**src/rtl/conv_sequencer.sv**
```systemverilog
// conv_sequencer: raster-scans the interior of the processing buffer and
// drives matching ALU read/write addresses into mem_controller.
module conv_sequencer #(
    parameter int IMG_W  = 320,
    parameter int IMG_H  = 240,
    parameter int AW     = 17,
    parameter int RD_LAT = 2
) (
    input  logic          sys_clk,
    input  logic          rst,
    input  logic          start,
    input  logic          stall,
    output logic [AW-1:0] raddr_alu,
    output logic [AW-1:0] waddr_alu,
    output logic          wen_alu,
    output logic          busy,
    output logic          done,
    output logic          overrun,
    output logic [7:0]    frame_cnt
);

    localparam int XW = $clog2(IMG_W);
    localparam int YW = $clog2(IMG_H);

    localparam logic [XW-1:0] X_FIRST = XW'(1);
    localparam logic [XW-1:0] X_LAST  = XW'(IMG_W - 2);
    localparam logic [YW-1:0] Y_FIRST = YW'(1);
    localparam logic [YW-1:0] Y_LAST  = YW'(IMG_H - 2);
    localparam logic [AW-1:0] A_FIRST = AW'(IMG_W + 1);

    typedef enum logic [1:0] {
        S_IDLE,
        S_RUN,
        S_DRAIN,
        S_DONE
    } state_t;

    state_t state;
    state_t state_nxt;

    logic [XW-1:0] x_cnt;
    logic [YW-1:0] y_cnt;

    logic [RD_LAT-1:0] pv;
    logic [AW-1:0]     pa [RD_LAT];

    logic issue;
    logic last_pos;
    logic tail_empty;

    assign issue    = (state == S_RUN) && !stall;
    assign last_pos = (x_cnt == X_LAST) && (y_cnt == Y_LAST);

    // Pipe is drained once nothing is left ahead of the output stage.
    always_comb begin
        tail_empty = 1'b1;
        for (int i = 0; i < RD_LAT - 1; i++) begin
            if (pv[i]) begin
                tail_empty = 1'b0;
            end
        end
    end

    // State register.
    always_ff @(posedge sys_clk) begin
        if (rst) begin
            state <= S_IDLE;
        end else begin
            state <= state_nxt;
        end
    end

    // Next-state decode plus state-derived outputs.
    always_comb begin
        state_nxt = state;
        busy      = 1'b0;
        done      = 1'b0;
        wen_alu   = pv[RD_LAT-1] && !stall;
        case (state)
            S_IDLE: begin
                if (start) begin
                    state_nxt = S_RUN;
                end
            end
            S_RUN: begin
                busy = 1'b1;
                if (issue && last_pos) begin
                    state_nxt = S_DRAIN;
                end
            end
            S_DRAIN: begin
                busy = 1'b1;
                if (!stall && tail_empty) begin
                    state_nxt = S_DONE;
                end
            end
            S_DONE: begin
                busy      = 1'b1;
                done      = 1'b1;
                state_nxt = S_IDLE;
            end
            default: begin
                state_nxt = S_IDLE;
            end
        endcase
    end

    // Interior raster counter; the row wrap skips two border pixels.
    always_ff @(posedge sys_clk) begin
        if (rst) begin
            raddr_alu <= '0;
            x_cnt     <= '0;
            y_cnt     <= '0;
        end else if (state == S_IDLE && start) begin
            raddr_alu <= A_FIRST;
            x_cnt     <= X_FIRST;
            y_cnt     <= Y_FIRST;
        end else if (issue && !last_pos) begin
            if (x_cnt == X_LAST) begin
                raddr_alu <= raddr_alu + AW'(3);
                x_cnt     <= X_FIRST;
                y_cnt     <= y_cnt + YW'(1);
            end else begin
                raddr_alu <= raddr_alu + AW'(1);
                x_cnt     <= x_cnt + XW'(1);
            end
        end
    end

    // Read-latency delay line; frozen as a whole while stalled.
    always_ff @(posedge sys_clk) begin
        if (rst) begin
            pv <= '0;
            for (int i = 0; i < RD_LAT; i++) begin
                pa[i] <= '0;
            end
        end else if (!stall) begin
            pv[0] <= issue;
            if (issue) begin
                pa[0] <= raddr_alu;
            end
            for (int i = 1; i < RD_LAT; i++) begin
                pv[i] <= pv[i-1];
                pa[i] <= pa[i-1];
            end
        end
    end

    assign waddr_alu = pa[RD_LAT-1];

    // Sticky overrun flag and completed-frame counter.
    always_ff @(posedge sys_clk) begin
        if (rst) begin
            overrun   <= 1'b0;
            frame_cnt <= '0;
        end else begin
            if (start && state != S_IDLE) begin
                overrun <= 1'b1;
            end
            if (state == S_DONE) begin
                frame_cnt <= frame_cnt + 8'd1;
            end
        end
    end

endmodule
```
**config.mk**
```make
export PLATFORM = sky130hd
export DESIGN_NAME = conv_sequencer
export DESIGN_NICKNAME = d
export VERILOG_FILES = /design/src/rtl/conv_sequencer.sv
export SDC_FILE = /design/constraint.sdc
export NUM_CORES = 1
export LEC_CHECK = 0
export CORE_MARGIN = 3
export CORE_UTILIZATION = 30
export CTS_BUF_LIST = sky130_fd_sc_hd__clkbuf_8
export DETAILED_ROUTE_END_ITERATION = 8
export PLACE_DENSITY = 0.57
export RECOVER_POWER = 25
export SLEW_MARGIN = 10
export SYNTH_ARGS = -nofsm -noshare
export SYNTH_HDL_FRONTEND = slang
export SYNTH_SLANG_ARGS = --single-unit
```
**constraint.sdc**
```tcl
create_clock -name sys_clk -period 2.35 [get_ports sys_clk]
set_input_delay 0.47 -clock sys_clk [delete_from_list [all_inputs] [get_ports sys_clk]]
set_output_delay 0.47 -clock sys_clk [all_outputs]
set_load 0.01 [all_outputs]
```
==> results of run 1 <==
## worst max-delay path, cell delays in order
cell and delay, ps:
clkdlybuf4s50_1 530, nor2b_1 210, clkdlybuf4s50_1 560
## per-layer routing
metal	wire, µm	global-route usage	vias to the layer above
met3	314	0.0311	15
met5	0	0	-
li1	-	-	1474
met1	3950	0.154	1381
met2	3840	0.193	54
met4	135	0.0372	0
## how the worst min path moves through the flow
stage          endpoint  cells after the start  slack (ps)  startpoint
2_1_floorplan     pv[0]                      2         450       pv[0]
3_3_place_gp    overrun                      2         460     overrun
3_5_place_dp    overrun                      2         470     overrun
4_1_cts           pv[0]                      2         490       pv[0]
5_1_grt         overrun                      2         540     overrun
6_report        overrun                      2         480     overrun
## flip-flops by register name, indices dropped and copies added, names as in the netlist
| signal | count |
|---|---|
| frame_cnt | 8 |
| pv | 2 |
| x_cnt | 9 |
| pa | 34 |
| y_cnt | 8 |
| raddr_alu | 17 |
| overrun | 1 |
| state | 2 |
## cell usage after synthesis, types with 2 or more instances
cell type	instances	area (µm²)
a21o_1	2	15.0
nand2b_1	6	37.5
o41ai_1	3	26.3
xor2_1	6	52.6
inv_1	10	37.5
or4_1	11	82.6
mux2i_1	5	50.1
and3_1	3	18.8
or3_1	11	68.8
edfxtp_1	34	1020
dfxtp_1	47	941
a21oi_1	22	110
buf_4	17	128
o311ai_0	4	35.0
buf_2	6	30.0
nand4_1	18	113
a31oi_1	7	43.8
a41o_1	2	20.0
nor2_1	20	75.1
and2_1	35	219
o31ai_1	10	75.1
and4_1	4	35.0
ha_1	11	138
nor3_1	3	15.0
nand2_1	19	71.3
clkbuf_1	14	52.6
nand4b_1	3	26.3
buf_6	2	22.5
o21ai_0	14	70.1
nor2b_1	2	12.5
o21a_1	5	37.5
nand3_1	10	50.1
## report_power, final
| part | switching (W) | leakage (nW) | internal (W) |
|---|---|---|---|
| Clock | 0.000517 | 0.0948 | 0.000488 |
| Combinational | 0.000345 | 0.844 | 0.000296 |
| Sequential | 0.0000734 | 0.747 | 0.00158 |
| Total | 0.000936 | 1.69 | 0.00237 |
## per-stage QoR
stage | instances | hold slack [ps] | util | power [W]
final | 596 | 482 | 0.384 | 0.00330
after global routing | 596 | 538 | 0.384 | 0.00348
after CTS | 596 | 492 | 0.385 | 0.00335
after detailed placement | 580 | 472 | 0.369 | 0.00234
after global placement | 580 | 455 | 0.369 | 0.00233
after floorplan | 380 | 446 | - | 0.00206
## cells by family (layout without fill, tap and decap cells)
group,after synthesis,count (layout),share of synthesized area
buffers and inverters,49,97,0.0695
AO/OA/AOI/OAI,74,74,0.122
AND/OR/NAND/NOR,152,152,0.235
adder cells (fa/ha/maj),12,12,0.0406
XOR/XNOR,7,7,0.0158
multiplexers,5,5,0.0129
flip-flops,81,81,0.505
## final cells by class
class | count | area [µm²]
clock buffers | 9 | 124
clock inverters | 7 | 68.8
fillers | 1254 | 7580
inverters | 10 | 37.5
multi-input cells | 250 | 1660
flip-flops and latches | 81 | 1960
well taps | 168 | 210
repair buffers | 71 | 671
## repair_timing
item	CTS	global route
gates resized for setup	0	2
setup endpoints to repair	0	6
setup buffers	0	0
==> reports/metrics.csv, run 1 <==
metric,value,unit
drt wl/cell,13.8,µm
CORE AREA,12300,µm²
final hold vios,0,
post-route ant nets,0,
synth unique cells,46,
worst-skew pair later-pin latency,360,ps
final worst setup slack,99.9,ps
critical path class,input pin to output pin,
global-route wire length before repair,13800,µm
Routed WL,8240,µm
Worst slew margin,0.700,
R2R depth,9,
Fmax,444,MHz
Die H,120,µm
worst path arrival time,1780,ps
CTS root buffer,clkbuf_8,
post-layout minimum cycle time,2250,ps
Max Cap Violations,0,
R2R Path Start,x_cnt[0],
Worst setup SP type,input pin,
RSZ-0062 raised after global routing,false,
chip width,120,µm
clock buffer depth,2,
Ant. Diodes,0,
pin count of the biggest net entering global routing,33,
clock sinks,81,
initial antenna violation count,0,
register bit total from synthesis,81,
CTS tree,yes,
DP HPWL,5980,µm
hold buffer count at CTS,0,
I/O Buffers,49,
total number of vias,2924,
critical path endpoint,wen_alu,
Nets,439,
H-tree Lvls,3,
most frequent cells in the layout,"clkdlybuf4s50_1 (48), dfxtp_1 (47), edfxtp_1 (34)",
Layout area overhead,21.8,%
Final Cell Area,4730,µm²
Crit path required time,1880,ps
die area,14400,µm²
Initial Util,0.316,
worst setup path start,stall,
Leak,1.69,nW
Post-Synthesis Cells,380,
Congestion Overflow GR,0,
GRT Resource Usage Total,0.118,
cts bufs inserted,9,
Setup Skew,12.0,ps
HP Class,flip-flop to flip-flop,
Tcrit/Tclk final,0.957,
num rows,40,
"Warnings, synthesis",0,
peak supply drop,0.230,mV
ys async rst share,0,
Post-synth top flop,dfxtp_1,
number of global-route vias before repair,2811,
"commonest non-fill, non-tap cell in the layout",clkdlybuf4s50_1,
reg2reg setup slack,180,ps
clock slew at reported path FFs,80,ps
DRC,0,
initial drt markers,220,
CP endpoint kind,output pin,
Placement Cell Area,4540,µm²
status,finished clean,
pre-CTS setup slack,60.3,ps
worst-path maximum fanout,5,
final setup vio count,0,
synthesized net count,396,
Post-synth EDFFs,34,
Total Neg Setup Slack,0,ps
via density per instance,4.91,
"Slew Viols, Final",0,
Synth Area per Inst,10.2,µm²
layout cell share with drive strength beyond 1,0.0935,
DRT Pass-1 Iters,5,
top-level port count,50,
r2r endpoint,raddr_alu[9],
pwr dens,698,nW/µm²
GPL Wtd Cong,0.821,
worst slew pin tran,450,ps
cell area after synthesis,3890,µm²
register area share after synthesis,0.505,
Note: power is estimated with default switching activity, not from simulation.
==> run 2: changes to the inputs <==
--- a/config.mk
+++ b/config.mk
@@ -15,3 +15,4 @@
 export SYNTH_ARGS = -nofsm -noshare
 export SYNTH_HDL_FRONTEND = slang
 export SYNTH_SLANG_ARGS = --single-unit
+export TNS_END_PERCENT = 100
==> results of run 2 <==
Final layout, timing and power as in run 1 (identical DEF).
==> run 3: changes to the inputs <==
--- a/config.mk
+++ b/config.mk
@@ -5,11 +5,12 @@
 export SDC_FILE = /design/constraint.sdc
 export NUM_CORES = 1
 export LEC_CHECK = 0
+export ABC_AREA = 1
 export CORE_MARGIN = 3
 export CORE_UTILIZATION = 30
 export CTS_BUF_LIST = sky130_fd_sc_hd__clkbuf_8
 export DETAILED_ROUTE_END_ITERATION = 8
-export PLACE_DENSITY = 0.57
+export PLACE_DENSITY = 0.56
 export RECOVER_POWER = 25
 export SLEW_MARGIN = 10
 export SYNTH_ARGS = -nofsm -noshare
==> run 3 against run 2 <==
Critical path type unchanged. Final cell count is 25% higher. Critical endpoint unchanged. Synthesized cell count is 37% higher. Combinational power is 2% higher. Synthesized area is 5.6% higher. Fmax is 4.5% higher. First-iteration DRC count is 41% lower. Sequential power hardly changed. Total power is 3.6% lower. Clock-buffer cell count stayed put.
==> reports/metrics.csv, run 3 <==
metric,value,unit,change
status,finished clean,,
Fmax,464,MHz,+4.5%
Congestion Overflow GR,0,,unchanged
register area share after synthesis,0.478,,-0.0269
Layout area overhead,18.4,%,
total number of vias,3145,,+7.6%
global-route wire length before repair,13700,µm,-1.2%
grt peak-use layer,met2,,
CTS root buffer,clkbuf_8,,
"Warnings, synthesis",0,,unchanged
Post-CTS Setup Bufs,0,,unchanged
initial drt markers,129,,-41%
"commonest non-fill, non-tap cell in the layout",nand2_1,,
met3 usage,0.0183,,-0.0128
"area leader, netlist",edfxtp_1,,
Post-Synthesis Cells,521,,+37%
register bit total from synthesis,81,,unchanged
Die H,123,µm,+2.6%
Ant. Diodes,0,,unchanged
cell area after synthesis,4110,µm²,+5.6%
Tcrit/Tclk final,0.917,,-0.0410
most common cell in the netlist,nand2_1,,
ys async rst share,0,,unchanged
most common library cells after synthesis,"nand2_1 (125), nor2_1 (86), inv_1 (66), dfxtp_1 (47), a21oi_1 (35)",,
Worst setup SP type,input pin,,
Total Neg Setup Slack,0,ps,unchanged
met2 usage,0.189,,-0.00421
final hold vios,0,,unchanged
DRT Pass-1 Iters,4,,-1
Synth Area per Inst,7.88,µm²,-23%
"top cells by area, synth","edfxtp_1 (25%), dfxtp_1 (23%), nand2_1 (11%)",,
clock slew at reported path FFs,80,ps,about the same
synthesized net count,537,,+36%
clock sinks,81,,unchanged
GPL Wtd Cong,0.806,,-1.9%
Largest Register,pa,,
layout cell share with drive strength beyond 1,0.0791,,-0.0144
Post-synth EDFFs,34,,unchanged
CP endpoint kind,output pin,,
Crit path required time,1880,ps,about the same
initial antenna violation count,0,,unchanged
peak supply drop,0.213,mV,-7.4%
worst path arrival time,1680,ps,-100 ps
DRC,0,,unchanged
Nets,580,,+32%
worst slew pin tran,810,ps,+360 ps
cts bufs inserted,9,,unchanged
final setup vio count,0,,unchanged
worst-path maximum fanout,3,,-2
synth unique cells,33,,-28%
num rows,42,,+5.0%
Initial Util,0.309,,-0.00688
chip width,123,µm,+2.6%
die area,15100,µm²,+5.4%
Hold WS,457,ps,-24.6 ps
post-route ant nets,0,,unchanged
pwr dens,655,nW/µm²,-6.2%
Setup Skew,9.68,ps,-2.33 ps
number of global-route vias before repair,2948,,+4.9%
via density per instance,4.22,,-14%
reg2reg setup slack,250,ps,+70 ps
pin count of the biggest net entering global routing,35,,+6.1%
Leak,1.91,nW,+13%
clock buffer depth,2,,unchanged
hold buffer count at CTS,0,,unchanged
HP Class,flip-flop to flip-flop,,
Routed WL,8000,µm,-2.9%
DP HPWL,5960,µm,-0.25%
Synth top area share,0.249,,-0.0140
I/O Buffers,49,,unchanged
H-tree Lvls,3,,unchanged
"Slew Viols, Final",0,,unchanged
RSZ-0062 raised after global routing,false,,
top-level port count,50,,unchanged
post-cts sizing count,0,,unchanged
GR Util met1,0.143,,-0.0108
critical path class,input pin to output pin,,
CORE AREA,13300,µm²,+8.0%
worst-skew pair later-pin latency,340,ps,-20 ps
Post-synth top flop,dfxtp_1,,
most frequent cells in the layout,"nand2_1 (126), nor2_1 (85), inv_1 (68)",,
Largest register FFs,34,,unchanged
Largest regs,"pa (34), raddr_alu (17), x_cnt (9)",,
GRT Resource Usage Total,0.112,,-0.00613
drt wl/cell,10.7,µm,-22%
Worst slew margin,0.460,,-0.240
Max Cap Violations,0,,unchanged
CTS tree,yes,,
post-layout minimum cycle time,2150,ps,-96.3 ps
-- run 3: critical path, cell delays in order --
cell	delay (ps)
dlygate4sd3_1	570
nor2_1	110
clkdlybuf4s50_1	530
-- run 3: cell families (layout without fill, tap and decap cells) --
group           Yosys count  after routing  synth area share
buf+inv                 102            150             0.116
fa+ha+maj                12             12            0.0384
simple gates            260            260             0.274
compound gates           54             54            0.0686
flops                    81             81             0.478
xor+xnor                 12             12            0.0256
-- run 3: cell type report --
cell class	instances	area, µm²
fillers	1365	8430
clock inverters	7	40.0
inverters	74	279
repair buffers	60	569
flip-flops and latches	81	1960
multi-input cells	338	1670
clock buffers	9	124
well taps	176	220
-- run 3: metal layers --
layer / share of wire / wire (µm)
met3: 0.039 / 308
met2: 0.49 / 3890
met4: 0.0075 / 60
met5: 0 / 0
met1: 0.47 / 3740
-- run 3: stage by stage --
step | power (W) | cells | utilization | setup WS [ps] | area [µm²]
after CTS | 0.00325 | 745 | 0.367 | 209 | 4880
after global placement | 0.00236 | 729 | 0.355 | 288 | 4710
after floorplan | 0.00213 | 521 | - | 428 | 4110
final | 0.00318 | 745 | 0.366 | 196 | 4860
after global routing | 0.00338 | 745 | 0.366 | 3.51 | 4860
after detailed placement | 0.00237 | 729 | 0.355 | 225 | 4710
-- run 3: final timing paths --
kind,depth (start not counted),end,startpoint
max reg2reg,13,raddr_alu[10],x_cnt[0]
max,3,wen_alu,stall
min reg2reg,1,frame_cnt[7],frame_cnt[7]
min,1,frame_cnt[7],frame_cnt[7]
-- run 3: power breakdown --
part / switching (W) / internal [W]
sequential: 0.0000827 / 0.00159
combinational: 0.000377 / 0.000274
clock: 0.000489 / 0.000372
total: 0.000949 / 0.00224
